$ cat src/rtl/axi_probe_target.sv
// AXI4-Lite style register target: DEPTH word-indexed 32-bit registers with byte strobes,
// independent read/write channel FSMs and completed-response counters.
module axi_probe_target #(
  parameter logic [31:0] BASE_ADDR = 32'h0000_0000,
  parameter int          DEPTH     = 16
) (
  input  logic        clk,
  input  logic        m_aresetn,
  input  logic [31:0] s_axi_araddr,
  input  logic [2:0]  s_axi_arsize,
  input  logic        s_axi_arvalid,
  output logic        s_axi_arready,
  output logic [31:0] s_axi_rdata,
  output logic [1:0]  s_axi_rresp,
  output logic        s_axi_rvalid,
  input  logic        s_axi_rready,
  input  logic [31:0] s_axi_awaddr,
  input  logic [2:0]  s_axi_awsize,
  input  logic        s_axi_awvalid,
  output logic        s_axi_awready,
  input  logic [31:0] s_axi_wdata,
  input  logic [3:0]  s_axi_wstrb,
  input  logic        s_axi_wvalid,
  output logic        s_axi_wready,
  output logic [1:0]  s_axi_bresp,
  output logic        s_axi_bvalid,
  input  logic        s_axi_bready,
  output logic [15:0] rd_count,
  output logic [15:0] wr_count
);

  localparam int IDX_W = (DEPTH > 1) ? $clog2(DEPTH) : 1;

  localparam logic [1:0] RESP_OKAY   = 2'b00;
  localparam logic [1:0] RESP_SLVERR = 2'b10;
  localparam logic [1:0] RESP_DECERR = 2'b11;

  typedef enum logic {R_IDLE, R_RESP} r_state_e;
  typedef enum logic [1:0] {W_IDLE, W_GOT_AW, W_GOT_W, W_RESP} w_state_e;

  // A miss outranks an oversized access.
  function automatic logic [1:0] resp_of(input logic [31:0] addr, input logic [2:0] size);
    if ((addr - BASE_ADDR) >= 32'(DEPTH)) return RESP_DECERR;
    if (size > 3'b010)                    return RESP_SLVERR;
    return RESP_OKAY;
  endfunction

  function automatic logic [IDX_W-1:0] idx_of(input logic [31:0] addr);
    return IDX_W'(addr - BASE_ADDR);
  endfunction

  r_state_e    r_state_q, r_state_d;
  w_state_e    w_state_q, w_state_d;
  logic        ready_en_q, ready_en_d;
  logic [31:0] rdata_q, rdata_d;
  logic [1:0]  rresp_q, rresp_d;
  logic [31:0] awaddr_q, awaddr_d;
  logic [2:0]  awsize_q, awsize_d;
  logic [31:0] wdata_q, wdata_d;
  logic [3:0]  wstrb_q, wstrb_d;
  logic [1:0]  bresp_q, bresp_d;
  logic [15:0] rd_count_q, rd_count_d;
  logic [15:0] wr_count_q, wr_count_d;
  logic [31:0] mem_q [DEPTH];
  logic [31:0] mem_d [DEPTH];

  logic ar_hs, aw_hs, w_hs, w_done;
  logic [IDX_W-1:0] widx;

  // State register. NOTE: sequential state uses non-blocking assignments only.
  always_ff @(posedge clk or negedge m_aresetn) begin
    if (!m_aresetn) begin
      r_state_q  <= R_IDLE;
      w_state_q  <= W_IDLE;
      ready_en_q <= 1'b0;
      rdata_q    <= '0;
      rresp_q    <= '0;
      awaddr_q   <= '0;
      awsize_q   <= '0;
      wdata_q    <= '0;
      wstrb_q    <= '0;
      bresp_q    <= '0;
      rd_count_q <= '0;
      wr_count_q <= '0;
      // NOTE: the register array is cleared by reset, so it is built from flops, not a RAM macro.
      for (int i = 0; i < DEPTH; i++) mem_q[i] <= '0;
    end else begin
      r_state_q  <= r_state_d;
      w_state_q  <= w_state_d;
      ready_en_q <= ready_en_d;
      rdata_q    <= rdata_d;
      rresp_q    <= rresp_d;
      awaddr_q   <= awaddr_d;
      awsize_q   <= awsize_d;
      wdata_q    <= wdata_d;
      wstrb_q    <= wstrb_d;
      bresp_q    <= bresp_d;
      rd_count_q <= rd_count_d;
      wr_count_q <= wr_count_d;
      mem_q      <= mem_d;
    end
  end

  // Next-state and datapath. NOTE: every comb output gets a default first, so no latches.
  always_comb begin
    ready_en_d = 1'b1;
    r_state_d  = r_state_q;
    w_state_d  = w_state_q;
    rdata_d    = rdata_q;
    rresp_d    = rresp_q;
    awaddr_d   = awaddr_q;
    awsize_d   = awsize_q;
    wdata_d    = wdata_q;
    wstrb_d    = wstrb_q;
    bresp_d    = bresp_q;
    rd_count_d = rd_count_q;
    wr_count_d = wr_count_q;
    mem_d      = mem_q;
    w_done     = 1'b0;
    widx       = '0;

    ar_hs = s_axi_arvalid && s_axi_arready;
    aw_hs = s_axi_awvalid && s_axi_awready;
    w_hs  = s_axi_wvalid  && s_axi_wready;

    // Read channel: mem_q is sampled, so a same-edge write is not yet visible.
    case (r_state_q)
      R_IDLE: if (ar_hs) begin
        r_state_d = R_RESP;
        rresp_d   = resp_of(s_axi_araddr, s_axi_arsize);
        rdata_d   = (rresp_d == RESP_OKAY) ? mem_q[idx_of(s_axi_araddr)] : 32'h0;
      end
      R_RESP: if (s_axi_rready) r_state_d = R_IDLE;
      default: r_state_d = R_IDLE;
    endcase
    if (s_axi_rvalid && s_axi_rready) rd_count_d = rd_count_q + 16'd1;

    if (aw_hs) begin
      awaddr_d = s_axi_awaddr;
      awsize_d = s_axi_awsize;
    end
    if (w_hs) begin
      wdata_d = s_axi_wdata;
      wstrb_d = s_axi_wstrb;
    end

    case (w_state_q)
      W_IDLE: begin
        if (aw_hs && w_hs) w_done    = 1'b1;
        else if (aw_hs)    w_state_d = W_GOT_AW;
        else if (w_hs)     w_state_d = W_GOT_W;
      end
      W_GOT_AW: if (w_hs)         w_done    = 1'b1;
      W_GOT_W:  if (aw_hs)        w_done    = 1'b1;
      W_RESP:   if (s_axi_bready) w_state_d = W_IDLE;
      default:                    w_state_d = W_IDLE;
    endcase

    // The _d copies already hold whichever half arrived this cycle.
    if (w_done) begin
      w_state_d = W_RESP;
      bresp_d   = resp_of(awaddr_d, awsize_d);
      widx      = idx_of(awaddr_d);
      if (bresp_d == RESP_OKAY) begin
        for (int b = 0; b < 4; b++) begin
          if (wstrb_d[b]) mem_d[widx][8*b +: 8] = wdata_d[8*b +: 8];
        end
      end
    end
    if (s_axi_bvalid && s_axi_bready) wr_count_d = wr_count_q + 16'd1;
  end

  // Readies stay low until the first edge after reset release.
  always_comb begin
    s_axi_arready = ready_en_q && (r_state_q == R_IDLE);
    s_axi_rvalid  = (r_state_q == R_RESP);
    s_axi_awready = ready_en_q && ((w_state_q == W_IDLE) || (w_state_q == W_GOT_W));
    s_axi_wready  = ready_en_q && ((w_state_q == W_IDLE) || (w_state_q == W_GOT_AW));
    s_axi_bvalid  = (w_state_q == W_RESP);
  end

  assign s_axi_rdata = rdata_q;
  assign s_axi_rresp = rresp_q;
  assign s_axi_bresp = bresp_q;
  assign rd_count    = rd_count_q;
  assign wr_count    = wr_count_q;

endmodule

$ cat config.mk
export PLATFORM = sky130hd
export DESIGN_NAME = axi_probe_target
export DESIGN_NICKNAME = d
export VERILOG_FILES = /design/src/rtl/axi_probe_target.sv
export SDC_FILE = /design/constraint.sdc
export NUM_CORES = 1
export LEC_CHECK = 0
export BUFFER_PORTS_ARGS = -buffer_cell sky130_fd_sc_hd__buf_2
export CAP_MARGIN = 5
export CORE_MARGIN = 5
export CORE_UTILIZATION = 45
export CTS_CLUSTER_DIAMETER = 30
export CTS_CLUSTER_SIZE = 24
export DETAILED_ROUTE_END_ITERATION = 7
export PLACE_DENSITY = 0.61
export SKIP_LAST_GASP = 1
export SLEW_MARGIN = 20
export SYNTH_ARGS = -nofsm -noshare
export SYNTH_HDL_FRONTEND = slang
export SYNTH_SLANG_ARGS = --single-unit
$ cat constraint.sdc
create_clock -name clk -period 2.7 [get_ports clk]
set_clock_uncertainty 0.05 [all_clocks]
set_input_delay 0.27 -clock clk [delete_from_list [all_inputs] [get_ports clk]]
set_output_delay 0.27 -clock clk [all_outputs]
set_load 0.1 [all_outputs]
==> flow_metrics.py, run 1 <==
metrics = {
    "status": {
        "outcome": "finished clean",
    },
    "hold_path": {
        "min_path_type": "primary input to flip-flop",
    },
    "clock_tree": {
        "cts_tree": "yes",
        "clkSlewWorstSetupHoldPaths_ns": 0.05,
        "cts_setup_buffers": 0,
        "clock_sinks": 655,
        "clockBufferDepth": 3,
        "cts-root-buf": "clkbuf_16",
        "insertion_delay_ns": 0.70,
        "cts-buffers-inserted": 138,
        "cts_max_level": 4,
    },
    "floorplanning": {
        "placement_rows": 94,
        "initial_core_util_pct": 45.4,
        "io_pins": 186,
        "die_area_um2": 71400,
        "coreArea_um2": 65600,
        "die_w_um": 267,
        "die_h_um": 267,
    },
    "power": {
        "max-vdd-ir-drop_uv": 536,
        "power.leakage_nw": 18.5,
        "p_per_area_nw_per_um2": 859,
    },
    "synth": {
        "netlist_instances": 2022,
        "synth.distinct_cells": 52,
        "syn_area_per_cell_um2": 14.7,
        "synth_top_flop_cell": "dfrtp_1",
        "synth_edf_count": 0,
        "netlist_area_um2": 29800,
        "synth_fp_nets": 2137,
        "seq_area_frac_synth_pct": 55.1,
        "ys_async_sr_fraction_pct": 100,
        "synth_warnings": 0,
        "synth_seq_cells": 655,
    },
    "placed_design": {
        "dp.cells": 3035,
        "hpwl_mm": 47.6,
        "place_congestion": 0.839,
        "portBuffers": 185,
        "dpl-instance-area_um2": 32300,
    },
    "timing": {
        "rsz0062_at_grt": "yes",
        "fin_crit_ns": 2.61,
        "fin_crit_sh_pct": 96.8,
        "max_freq_mhz": 382,
        "final-hold-violation-count": 0,
        "setup_tns_ns": 0,
        "setup_viol": 0,
        "slew_violations": 0,
        "relSlewSlack_pct": 56.6,
        "tightestPinTransition_ns": 0.649,
    },
    "worst_setup_path": {
        "crit_top_cell": "buf_4",
        "crit_path_start_kind": "flip-flop",
        "crit_required_ns": 3.23,
        "slowest_delay_ns": 0.46,
        "path_buf_inv": 3,
        "cp_max_fo": 45,
        "crit_family": "simple AND/OR/NAND/NOR gates",
        "worstSetupPathType": "flip-flop to flip-flop",
        "end_kind": "flip-flop",
        "arrival_ns": 3.14,
        "crit_chain": "buf_4 -> nand3b_1 -> buf_12 -> nand3_2 -> a21oi_2 -> buf_4 -> nand3_4 -> mux2_2",
        "cpMaxStageDelayCell": "a21oi_2",
    },
    "detailed_routing": {
        "viasPerCell": 5.58,
        "drt_iter0_drc": 889,
        "drc": 0,
        "num_vias": 18700,
        "drt-total-wl_mm": 74.9,
        "antenna_left": 0,
        "drt_pre_antenna_iters": 5,
        "drt-wirelength-per-cell_um": 22.4,
    },
    "cells_and_area": {
        "final_util_pct": 57.5,
        "final_cells": 3344,
        "area_delta_synth_final_pct": 26.8,
        "final_cell_mix": "dfrtp_1, mux2_2, nand2_1",
        "drive_gt1_share_pct": 48.9,
        "nNetsFinal": 2481,
        "final_area_um2": 37800,
        "layout_commonest_cell": "dfrtp_1",
    },
    "global_route": {
        "grt_pass1_wl_mm": 120,
        "grt_pass1_vias": 20300,
        "grtUsageTotal_pct": 21.5,
        "grt_max_degree": 92,
        "grt.overflow.total": 0,
        "antenna_found_initial": 2,
    },
    "run": {
        "max-cap-violations": 0,
    },
}
==> per-layer routing <==
layer  vias to the layer above  global-route usage [%]  wire length, um
li1                       8212                       -                -
met1                      9912                    29.5            33200
met2                       426                    35.3            37100
met3                       116                    4.35             3160
met4                         0                    5.94             1410
met5                         -                       0                0
==> report_power, final <==
group          internal [W]  total, W  switching (W)
logic               0.00108   0.00439        0.00331
registers            0.0105    0.0108       0.000386
clock network        0.0117    0.0172        0.00550
total                0.0232    0.0324        0.00920
==> synthesized netlist by cell type, types with 11 or more instances <==
library cell	n	share of area, %
a22o_1	32	0.94
a22oi_1	62	1.6
buf_2	18	0.30
clkbuf_1	74	0.93
dfrtp_1	655	55
mux2_1	35	1.3
mux2_2	457	17
mux2_4	25	1.3
mux4_2	128	9.7
nand2_1	265	3.3
nand3_1	15	0.25
nand3_2	23	0.77
nand3_4	43	2.5
nor2_1	11	0.14
nor4_1	22	0.46
xnor2_1	21	0.62
==> sequential cells by signal, summed over array words and instances, names as in the netlist <==
| signal | flops |
|---|---|
| awaddr_q | 32 |
| awsize_q | 3 |
| mem_q | 512 |
| rd_count | 16 |
| ready_en_q | 1 |
| s_axi_bresp | 2 |
| s_axi_rdata | 32 |
| s_axi_rresp | 2 |
| s_axi_rvalid | 1 |
| w_state_q | 2 |
| wdata_q | 32 |
| wr_count | 16 |
| wstrb_q | 4 |
==> worst paths after layout <==
path,startpoint,to,slack [ns],cells after the start
max,w_state_q[0]$_DFFE_PN0P_,mem_q[346]$_DFFE_PN0P_,0.09,8
min,s_axi_wvalid,wstrb_q[1]$_DFF_PN0_,0.06,5
max in group asynchronous,m_aresetn,mem_q[205]$_DFFE_PN0P_,1.53,4
max reg2reg,w_state_q[0]$_DFFE_PN0P_,mem_q[346]$_DFFE_PN0P_,0.09,8
min reg2reg,rd_count[15]$_DFFE_PN0P_,rd_count[15]$_DFFE_PN0P_,0.42,1
min in group asynchronous,m_aresetn,rd_count[15]$_DFFE_PN0P_,0.11,2
==> logic make-up after synthesis <==
group	after synthesis	synth area share, %
buf+inv	126	2.09
other cells	1	0.0126
mux	652	29.8
compound gates	123	3.27
xor+xnor	30	0.883
simple gates	433	8.75
fa+ha+maj	2	0.0841
flops	655	55.1
==> tightest hold or removal path, stage by stage <==
cell and delay, ns:
buf_2 0.10, nand2_2 0.06, buf_12 0.19, nand2_1 0.10
nand2_1 0.04
==> stage by stage <==
step | hold slack, ns | worst slack (ns) | total power (W)
2_1_floorplan | -0.0756 | 0.0284 | 0.0137
3_3_place_gp | 0.221 | 0.134 | 0.0152
3_5_place_dp | 0.223 | 0.0497 | 0.0153
4_1_cts | 0.0124 | 0.0518 | 0.0328
5_1_grt | 0.0500 | -0.0499 | 0.0337
6_report | 0.0597 | 0.0855 | 0.0324
==> layout make-up <==
cell class | count | area (um^2)
diodes | 2 | 5.00
multi-input cells | 1241 | 12800
flip-flops and latches | 655 | 16400
inverters | 6 | 22.5
clock inverters | 74 | 957
repair buffers | 324 | 2580
well taps | 864 | 1080
clock buffers | 178 | 3880
fillers | 5124 | 27900
==> repair_timing <==
item,4_1_cts,5_1_grt
endpoints found under the hold margin,384,0
gates resized for setup,0,6
hold buffers,55,0
endpoints found under the setup margin,0,47
Power figures use the tool's default switching activity.
==> run 2, diff against run 1 <==
--- a/config.mk
+++ b/config.mk
@@ -8,11 +8,12 @@
 export BUFFER_PORTS_ARGS = -buffer_cell sky130_fd_sc_hd__buf_2
 export CAP_MARGIN = 5
 export CORE_MARGIN = 5
-export CORE_UTILIZATION = 45
+export CORE_UTILIZATION = 59
 export CTS_CLUSTER_DIAMETER = 30
 export CTS_CLUSTER_SIZE = 24
 export DETAILED_ROUTE_END_ITERATION = 7
-export PLACE_DENSITY = 0.61
+export PLACE_DENSITY = 0.77
+export SETUP_SLACK_MARGIN = 0.5
 export SKIP_LAST_GASP = 1
 export SLEW_MARGIN = 20
 export SYNTH_ARGS = -nofsm -noshare
==> run 2 against run 1 <==
Against the previous run:
- the flow now finishes with violations (hold timing)
- worst hold slack got worse by 0.084 ns
- highest routed layer unchanged
- via count rose by 6.1%
- largest power group unchanged
- total power rose by 1.0%
- clock power fell by 3%
==> flow_metrics.py, run 2 (synthesis results as in run 1) <==
metrics = {
    "status": {
        "outcome": "complete, but fails checks",
        "violations": "hold timing",
    },
    "worst_setup_path": {
        "rrSetupSlack_ns": 0.26,
        "worstSetupPathType": "flip-flop to flip-flop",
        "crit_required_ns": 3.22,
        "end_kind": "flip-flop",
        "cp_max_fo": 12,
        "crit_family": "buffers and inverters",
        "slowest_delay_ns": 0.41,
        "worstRegToRegCells": 9,
        "crit_path_start_kind": "flip-flop",
        "r2r-start": "w_state_q[0]$_DFFE_PN0P_",
        "crit_chain": "nand3b_1 -> buf_12 -> nand4_1 -> o22ai_4 -> buf_12 -> buf_4 -> buf_12 -> nand3_4 -> mux2_2",
        "crit_path_start": "w_state_q[0]$_DFFE_PN0P_",
        "cpMaxStageDelayCell": "dfrtp_2",
        "path_buf_inv": 4,
        "arrival_ns": 2.96,
        "crit_top_cell": "buf_12",
        "rr_endpoint": "mem_q[317]$_DFFE_PN0P_",
    },
    "power": {
        "power.leakage_nw": 18.7,
        "combPwrFrac_pct": 15.8,
        "p_seq_share_pct": 33.5,
        "swShare_pct": 29.9,
        "pwr-share-clk_pct": 50.7,
        "max-vdd-ir-drop_uv": 732,
        "p_per_area_nw_per_um2": 858,
        "p_switching_w": 0.00980,
        "internal_power_w": 0.0229,
    },
    "timing": {
        "hold_slack_ns": -0.0239,
        "fin_crit_ns": 2.44,
        "relSlewSlack_pct": 37.2,
        "slew_violations": 0,
        "final-hold-violation-count": 3,
        "max_freq_mhz": 411,
        "tightestPinTransition_ns": 0.937,
        "rsz0062_at_grt": "yes",
        "setup_tns_ns": 0,
        "setup_viol": 0,
        "fin_crit_sh_pct": 90.2,
    },
    "clock_tree": {
        "cts-root-buf": "clkbuf_16",
        "cts-buffers-inserted": 130,
        "clkSlewWorstSetupHoldPaths_ns": 0.05,
        "cts_max_level": 4,
        "clock_sinks": 655,
        "clockBufferDepth": 3,
        "insertion_delay_ns": 0.71,
        "cts_tree": "yes",
    },
    "run": {
        "max-cap-violations": 0,
    },
    "cells_and_area": {
        "largest_reg_flops": 512,
        "area_delta_synth_final_pct": 28.2,
        "nNetsFinal": 2494,
        "layout_commonest_cell": "dfrtp_1",
        "nFillCells": 2777,
        "final_util_pct": 76.2,
        "final-seq-area_um2": 16400,
        "final_cell_mix": "dfrtp_1, mux2_2, nand2_1",
        "drive_gt1_share_pct": 52.1,
        "max_flop_register": "mem_q",
        "multi_input_area_um2": 13400,
    },
    "detailed_routing": {
        "viasPerCell": 6.26,
        "drt_pre_antenna_iters": 6,
        "drt-total-wl_mm": 82.6,
        "antenna_left": 0,
        "drc": 0,
        "num_vias": 19800,
        "drt-wirelength-per-cell_um": 26.1,
        "drt_iter0_drc": 1612,
    },
    "hold_path": {
        "min_to": "wdata_q[27]$_DFF_PN0_",
        "hp-start": "s_axi_wdata[27]",
        "min_path_type": "primary input to flip-flop",
        "hold_depth": 3,
    },
    "floorplanning": {
        "coreArea_um2": 50100,
        "placement_rows": 82,
        "io_pins": 186,
        "die_w_um": 235,
        "die_area_um2": 55000,
        "initial_core_util_pct": 59.4,
        "die_h_um": 235,
    },
    "global_route": {
        "use_met2_pct": 48.9,
        "grt_max_degree": 111,
        "grt_pass1_wl_mm": 127,
        "met3_usage_pct": 7.08,
        "met1_usage_pct": 36.8,
        "grt.overflow.total": 0,
        "antenna_found_initial": 5,
        "grtUsageTotal_pct": 29.2,
        "grt_pass1_vias": 22000,
        "top_usage_layer": "met2",
    },
    "placed_design": {
        "hpwl_mm": 45.4,
        "portBuffers": 185,
        "place_congestion": 0.877,
    },
}
[run 2: cell count changes in the layout (fill, tap and decap cells not counted), moves of 17 or more]
cell     before  now
mux2_2      457  429
nand3_4      46   66
nand3_2      20    0
mux2_1       35    2
nand2_1     263  246
mux2_4       25   86
[run 2: worst max path at each step]
stage	endpoint	slack (ns)	depth (start not counted)
6_report	mem_q[317]$_DFFE_PN0P_	0.26	9
5_1_grt	mem_q[317]$_DFFE_PN0P_	0.22	8
4_1_cts	mem_q[112]$_DFFE_PN0P_	0.36	7
3_5_place_dp	mem_q[37]$_DFFE_PN0P_	0.12	8
3_3_place_gp	mem_q[250]$_DFFE_PN0P_	0.17	6
2_1_floorplan	mem_q[224]$_DFFE_PN0P_	0.24	8
[run 2: what timing repair did]
action                                 CTS  global route
buffers inserted                        28             2
pin swaps                               29            13
endpoints found under the hold margin  472             0
hold buffers                            54             0
gates resized for setup                 64            43
cloned                                   5             1
setup endpoints to repair              513           518
[run 2: tightest hold or removal path, cell delays in order]
cell and delay, ns:
buf_2 0.07, nand2_1 0.05, nand2_2 0.25
[run 2: per-stage QoR]
| step | hold slack (ns) | instances | total power (W) | setup WS (ns) | instance area (um^2) |
|---|---|---|---|---|---|
| 4_1_cts | 0.00786 | 3153 | 0.0324 | 0.362 | 37900 |
| 2_1_floorplan | -0.0756 | 2022 | 0.0138 | 0.237 | 30100 |
| 3_3_place_gp | 0.206 | 2829 | 0.0150 | 0.168 | 32100 |
| 6_report | -0.0239 | 3161 | 0.0327 | 0.265 | 38200 |
| 5_1_grt | 0.0174 | 3161 | 0.0338 | 0.223 | 38200 |
| 3_5_place_dp | 0.214 | 2829 | 0.0152 | 0.115 | 32100 |
[run 2: power by group through the flow]
stage	sequential, W	combinational, W	clock [W]
final	0.0110	0.00516	0.0166
after global routing	0.0110	0.00550	0.0173
after CTS	0.0109	0.00481	0.0167
after detailed placement	0.0110	0.00424	0
after global placement	0.0109	0.00407	0
after floorplan	0.0114	0.00248	0
[run 2: per-layer routing]
| metal | wire, um | up-vias | share of wire (%) |
|---|---|---|---|
| met2 | 42200 | 835 | 51 |
| met5 | 0 | - | 0 |
| met1 | 32100 | 10400 | 39 |
| met3 | 4920 | 293 | 6.0 |
| met4 | 3440 | 0 | 4.2 |
| li1 | - | 8245 | - |
[run 2: layout make-up]
| cell class | instances | share of cell area (%) |
|---|---|---|
| Sequential cell | 655 | 43.0 |
| Inverter | 6 | 0.0590 |
| Timing Repair Buffer | 345 | 7.64 |
| Antenna cell | 5 | 0.0328 |
| Tap cell | 672 | 2.20 |
| Clock buffer | 163 | 9.52 |
| Clock inverter | 74 | 2.45 |
| Multi-Input combinational cell | 1241 | 35.1 |
